`config.mk`:
```
export PLATFORM = sky130hd
export DESIGN_NAME = inst_sched_arbiter
export DESIGN_NICKNAME = d
export VERILOG_FILES = /design/src/rtl/inst_sched_arbiter.sv
export SDC_FILE = /design/constraint.sdc
export NUM_CORES = 1
export LEC_CHECK = 0
export ABC_AREA = 1
export BUFFER_PORTS_ARGS = -buffer_cell sky130_fd_sc_hd__buf_2
export CAP_MARGIN = 30
export CORE_AREA = 3 3 93 95
export DETAILED_ROUTE_END_ITERATION = 8
export DIE_AREA = 0 0 96 98
export GPL_TIMING_DRIVEN = 0
export PLACE_DENSITY = 0.95
export SLEW_MARGIN = 25
export SYNTH_ARGS = -nofsm -noshare
export SYNTH_HDL_FRONTEND = slang
export SYNTH_SLANG_ARGS = --single-unit
```
`constraint.sdc`:
```
create_clock -name clk -period 4.9 [get_ports clk]
set_clock_uncertainty 0.15 [all_clocks]
set_input_delay 0.98 -clock clk [delete_from_list [all_inputs] [get_ports clk]]
set_output_delay 0.98 -clock clk [all_outputs]
set_load 0.05 [all_outputs]
```
`src/rtl/inst_sched_arbiter.sv`:
```
// Round-robin scheduler sharing one controller instruction port among NUM_REQ sources.
// Issues one instruction at a time and waits for completion or a watchdog timeout.
package inst_sched_pkg;
  typedef struct packed {
    logic [7:0]  opcode;
    logic [7:0]  count;
    logic [15:0] addr;
  } instruction_t;
endpackage

module inst_sched_arbiter
  import inst_sched_pkg::*;
#(
  parameter int unsigned NUM_REQ        = 4,
  parameter int unsigned TIMEOUT_CYCLES = 4096,
  localparam int unsigned ID_W          = (NUM_REQ > 1) ? $clog2(NUM_REQ) : 1
) (
  input  logic                clk,
  input  logic                rst,
  input  logic [NUM_REQ-1:0]  req_valid,
  input  instruction_t        req_inst [NUM_REQ],
  output logic [NUM_REQ-1:0]  req_ready,
  output instruction_t        inst,
  output logic                inst_valid,
  input  logic                inst_exec_begins,
  output logic [ID_W-1:0]     grant_id,
  output logic                busy,
  output logic                timeout_err
);

  localparam int unsigned     TMR_W     = $clog2(TIMEOUT_CYCLES + 1);
  localparam logic [TMR_W-1:0] TMR_LAST = TMR_W'(TIMEOUT_CYCLES - 1);
  localparam logic [ID_W:0]   NUM_REQ_W = (ID_W + 1)'(NUM_REQ);
  localparam logic [ID_W-1:0] LAST_ID   = ID_W'(NUM_REQ - 1);

  typedef enum logic [1:0] {IDLE, ISSUE, WAIT_DONE} state_t;

  state_t            state, state_nxt;
  logic [ID_W-1:0]   rr_ptr, rr_ptr_nxt, winner;
  logic [ID_W:0]     cand;
  logic              found, take, tmo_hit;
  logic [TMR_W-1:0]  timer;

  // First valid requester at or after rr_ptr, wrapping modulo NUM_REQ
  always_comb begin
    winner = rr_ptr;
    found  = 1'b0;
    cand   = '0;
    for (int unsigned k = 0; k < NUM_REQ; k++) begin
      cand = {1'b0, rr_ptr} + (ID_W + 1)'(k);
      if (cand >= NUM_REQ_W) cand = cand - NUM_REQ_W;
      if (!found && req_valid[cand[ID_W-1:0]]) begin
        found  = 1'b1;
        winner = cand[ID_W-1:0];
      end
    end
  end

  assign take       = (state == IDLE) && found;
  assign tmo_hit    = (timer == TMR_LAST);
  assign busy       = (state != IDLE);
  assign rr_ptr_nxt = (winner == LAST_ID) ? '0 : winner + ID_W'(1);

  // Accept handshake is combinational so the transfer lands in the same cycle
  always_comb begin
    req_ready = '0;
    if (take && !rst) req_ready = NUM_REQ'(1) << winner;
  end

  always_ff @(posedge clk or posedge rst) begin
    if (rst) state <= IDLE;
    else     state <= state_nxt;
  end

  always_comb begin
    state_nxt = state;
    case (state)
      IDLE:      if (take) state_nxt = ISSUE;
      ISSUE:     state_nxt = WAIT_DONE;
      WAIT_DONE: if (inst_exec_begins || tmo_hit) state_nxt = IDLE;
      default:   state_nxt = IDLE;
    endcase
  end

  // Datapath: latched instruction, grant bookkeeping and watchdog
  always_ff @(posedge clk or posedge rst) begin
    if (rst) begin
      rr_ptr      <= '0;
      timer       <= '0;
      inst        <= '0;
      inst_valid  <= 1'b0;
      grant_id    <= '0;
      timeout_err <= 1'b0;
    end else begin
      inst_valid <= take;
      if (take) begin
        inst     <= req_inst[winner];
        grant_id <= winner;
        rr_ptr   <= rr_ptr_nxt;
      end
      if (state == ISSUE)          timer <= '0;
      else if (state == WAIT_DONE) timer <= timer + TMR_W'(1);
      // A completion arriving on the last watchdog cycle still counts as done
      if (state == WAIT_DONE && !inst_exec_begins && tmo_hit) timeout_err <= 1'b1;
    end
  end

endmodule

```
# Word-level counts from Yosys, hierarchy flattened

Index checks and enable logic that the tools add are counted.

Latch bits: 0
Bits in writable memories: 0
Memories: 0
Bits in read-only memories: 0
Output and inout bits: 41
Word-level logic and storage cells: 82
Bits of input ports: 135
Register bits: 53

Magnitude comparators: 9
Reduce and logical (&&, ||, !) cells: 17
Muxes and demuxes: 30
Multipliers: 0
Eq/ne operators: 6
Shift-type cells: 1
Bitwise logic cells: 1
Divide/modulo/power cells: 0
Add/subtract/negate cells: 9

Operators with widths:

| cell                                                                     | number |
|---|---|
| 32-bit binary-select mux with 2-bit select                               | 1 |
| 32-bit two-way mux                                                       | 2 |
| 13-bit two-way mux                                                       | 2 |
| 2-bit two-way mux                                                        | 11 |
| 13-bit by 1-bit adder with 13-bit output (second input constant)         | 1 |
| 13-bit by 12-bit equality test with 1-bit output (second input constant) | 1 |
| 3-bit >= comparator (second input constant)                              | 4 |
| 2-bit by 3-bit < comparator with 1-bit output (second input constant)    | 4 |
| 1-bit binary-select mux with 2-bit select                                | 4 |
| 1-bit two-way mux                                                        | 8 |
| 2-bit by 1-bit subtractor with 2-bit output (second input constant)      | 4 |
| 1-bit logical AND                                                        | 7 |
| 2-bit by 2-bit adder with 3-bit output (second input constant)           | 2 |
| 2-bit case mux with 3 select lines                                       | 1 |
| 1-bit logical NOT                                                        | 5 |
| 2-bit equality test (second input constant)                              | 2 |
| 4-bit two-way mux                                                        | 1 |
| 2-bit inequality test (second input constant)                            | 2 |
| 2-bit nonzero test                                                       | 2 |
| 1-bit by 2-bit << shifter with 4-bit output (first input constant)       | 1 |
| 2-bit by 1-bit adder with 3-bit output (second input constant)           | 1 |
| 2-bit by 3-bit >= comparator with 1-bit output (second input constant)   | 1 |
| 2-bit inverter with 3-bit output                                         | 1 |
| 2-bit by 1-bit adder with 2-bit output (second input constant)           | 1 |
| other kinds (4)                                                          | 4 |

# Logic depth before layout (Yosys ltp)

Word-level depth: 18
Depth in mapped cells: 16
Mapped depth without buffers: 15

# Worst setup path after synthesis

No wires, ideal clock.

Kind: in2out
Start: input port rst
End: output port req_ready[0]
Buffers on the path: 0
Stages on the path: 3
Data arrival time: 3.518 ns
Path slack: 0.252 ns
Data required time: 3.770 ns
Path through: inv_1 -> nand2_1 -> nor3_1

Cells in the longest elaborated chain, start to end: 3

RTL lines:

| what                        | RTL line | source |
|---|---|---|
| start, declared             | 19       | `input logic rst,` |
| 1-bit logical NOT (no line) | --       |  |
| 1-bit logical AND           | 67       | `if (take && !rst) req_ready = NUM_REQ'(1) << winner;` |
| 4-bit two-way mux           | 67       |  |
| end, declared               | 22       | `output logic [NUM_REQ-1:0] req_ready,` |

Every way passes these cells.

# Worst setup path after layout

Start: input port req_valid[3]
End: output port req_ready[3]

Cells in the longest elaborated chain, start to end: 15
Elaborated cells between the ends (all ways): 26

RTL lines:

| what                                      | RTL line | source |
|---|---|---|
| start, declared                           | 20       | `input logic [NUM_REQ-1:0] req_valid,` |
| 1-bit binary-select mux with 2-bit select | 52       | `if (!found && req_valid[cand[ID_W-1:0]]) begin` |
| 1-bit two-way mux (not written as such)   | 52       |  |
| 1-bit two-way mux                         | 52       |  |
| 1-bit logical NOT                         | 52       |  |
| 1-bit logical AND                         | 52       |  |
| 1-bit two-way mux                         | 52       |  |
| 1-bit logical NOT                         | 52       |  |
| 1-bit logical AND                         | 52       |  |
| 1-bit two-way mux                         | 52       |  |
| 1-bit logical NOT                         | 52       |  |
| 1-bit logical AND                         | 52       |  |
| 1-bit two-way mux                         | 52       |  |
| 1-bit logical AND                         | 59       | `assign take = (state == IDLE) && found;` |
| 1-bit logical AND                         | 67       |  |
| 4-bit two-way mux (*)                     | 67       |  |

Mark *: on every way between the ends. The rest lies on a longest branch, timed or not. The select of a mux whose other input is x is not followed.

==> reports/metrics.yaml <==
cp-start-kind: "primary input"
vias: 4763
cts-resized-gates: 0
path_cells: "buf_2 > inv_1 > nand2_1 > nand3_1 > nand2_1 > nor2_8 > nand3_1 > nand2_1 > nand2_1 > nand2_2 > buf_6 > ha_1 > inv_1 > nor2_1 > buf_2"
cts_tree: "done"
synth.avg_cell_area_um2: 6.51
syn_nets: 778
syn_area_mm2: 0.00414
timing.critical_path.mode_cell: "nand2_1"
hp-class: "reg -> reg"
die_x_um: 96
grt_overflow_total: 0
clk_latency_ps: 310
yosysMostFrequentCell: "nand2_1"
fp-row-count: 32
drive_gt1_share_pct: 31.3
ant_nets: 0
grt_usage_pct: 26.1
crit_path_max_fanout: 10
total_power_uw: 4760
required_ps: 3770
die-area_mm2: 0.00941
crit_buf_inv: 5
clk_path_buf_depth: 2
ys_ff_latch: 53
syn_to_final_growth_pct: 26.7
grt_start_max_net_pins: 55
final.setup.tns_ps: 0
reg2reg_depth: 14
grt_pass1_vias: 4416
synth_area_leaders: "dfrtp_1, nand2_1, nand3_1, buf_6, nand2_2"
grt_antenna_before_repair: 0
rsz0062_at_grt: "no"
ys.flop_type: "dfrtp_1"
htree_num_levels: 2
place.gp.congestion: 0.878
maxSlewViolCount: 0
yosysSeqAreaShare_pct: 32.0
async_flop_share_pct: 100
synth.distinct_cells: 29
path_class: "in -> out"
hold_depth: 2
hold_buffers: 0
critPathMaxStageDelay_ps: 280
drt_iter0_drc: 180
fin_crit_ps: 3900
power.density_mw_per_mm2: 907
layout.nets: 960
synth_top_area_cell: "dfrtp_1"
cts.sinks: 53
portBuffers: 175
synth_common_cells: "nand2_1, nand3_1, dfrtp_1"
maxCapViolCount: 0
cp-end-kind: "output port"
setup_violations: 0
status: "finished, final reports clean"
path_clk_slew_ps: 90
yosysTopAreaCellShare_pct: 32.0
worstMarginPinSlew_ps: 672
syn-instance-count: 637
vias_per_cell: 5.17
fillers: 732
fin_hold_ws_ps: 339
synth_edf_count: 0
root_buffer: "clkbuf_8"
drc: 0
slowest_stage: "buf_2"
wire_per_inst_um: 13.6
cts_buffers: 5
core_area_mm2: 0.00781
hpwl_um: 9720
yosys_warnings: 0
critical_path.top_delay_family: "simple AND/OR/NAND/NOR gates"
initial_core_util_pct: 53.1
wl_um: 12500
post_cts_buffers: 0
dr.pass1.iters: 5
fmax_mhz: 257
cp.depth: 15
period_share_pct: 79.5
slew_headroom_pct: 55.2
p_leak_uw: 0.00314
ios: 176
grt_first_pass_wirelength_um: 19500
ir_worst_vdd_v: 0.000425
diodes: 0
finalHoldViolations: 0
die_y_um: 98
worstPathArrival_ps: 2770
-- cell families after synthesis --
logic type                 Yosys count  share of synthesized area, %
AOI/OAI and AO/OA                   25                          3.32
adders and majority gates            6                          1.81
buffers and inverters               63                          9.93
DFF                                 53                          32.0
and+or+nand+nor                    490                          52.9
-- path summary, 6_finish.rpt --
check                        startpoint      endpoint  slack, ps
max                        req_valid[3]  req_ready[3]       1000
min                            inst[27]      inst[27]        340
max reg2reg                   rr_ptr[1]     rr_ptr[1]       2450
min reg2reg                    inst[27]      inst[27]        340
max in group asynchronous           rst      inst[16]       3530
min in group asynchronous           rst       inst[0]        610
-- worst reg2reg max path, cell delays in order, from the launching register on --
cell and delay [ps]:
dfrtp_1 470, inv_2 170, nand2_1 90, nand2_2 110, nand2_1 70, nand2_2 160, nand2_1 120, nand2_1 80
nand2_1 80, nand2_4 140, nand2_4 130, buf_6 160, ha_1 280, nand2_1 60, o21ai_0 70
-- layout make-up --
| type | instances | area, um2 | area share, % |
|---|---|---|---|
| Buffer | 36 | 308 | 5.86 |
| Clock buffer | 7 | 96.3 | 1.83 |
| Clock inverter | 1 | 5.00 | 0.0953 |
| Inverter | 27 | 106 | 2.03 |
| Multi-Input combinational cell | 521 | 2410 | 45.8 |
| Sequential cell | 53 | 1330 | 25.3 |
| Tap cell | 102 | 128 | 2.43 |
| Timing Repair Buffer | 175 | 876 | 16.7 |
-- cell usage in the layout, fill, tap and decap left out, drive strengths merged, types with 7 or more instances in the layout --
cell type / Yosys / final
o21ai: 8 / 8
buf: 35 / 210
nand2: 337 / 337
nor3: 7 / 7
nand3: 122 / 122
dfrtp: 53 / 53
a21oi: 12 / 12
nor2: 18 / 18
inv: 26 / 26
clkbuf: 1 / 8
-- through the flow --
stage / std cells / area (um2) / utilization, % / setup WS [ps]
final: 922 / 5250 / 67.3 / 1000
after global routing: 922 / 5250 / 67.3 / 800
after CTS: 922 / 5250 / 67.3 / 997
after detailed placement: 914 / 5150 / 66.0 / 1010
after global placement: 914 / 5150 / 65.9 / 270
after floorplan: 637 / 4140 / - / 252
-- state kept, by name (all words and copies together), names as in the netlist --
signal,flops
timer,13
inst_valid,1
timeout_err,1
rr_ptr,2
grant_id,2
state,2
inst,32
-- routing by layer --
layer	part of all wire, %	vias up	global-route usage (%)
li1	-	2403	-
met1	40	2152	30.0
met2	51	184	48.6
met3	6.9	24	4.39
met4	1.8	0	6.56
met5	0	-	0
-- power breakdown --
part           internal (uW)  switching, uW
registers                623            106
clock network            128            151
logic                   1210           2540
total                   1960           2800
Power figures use the tool's default switching activity.
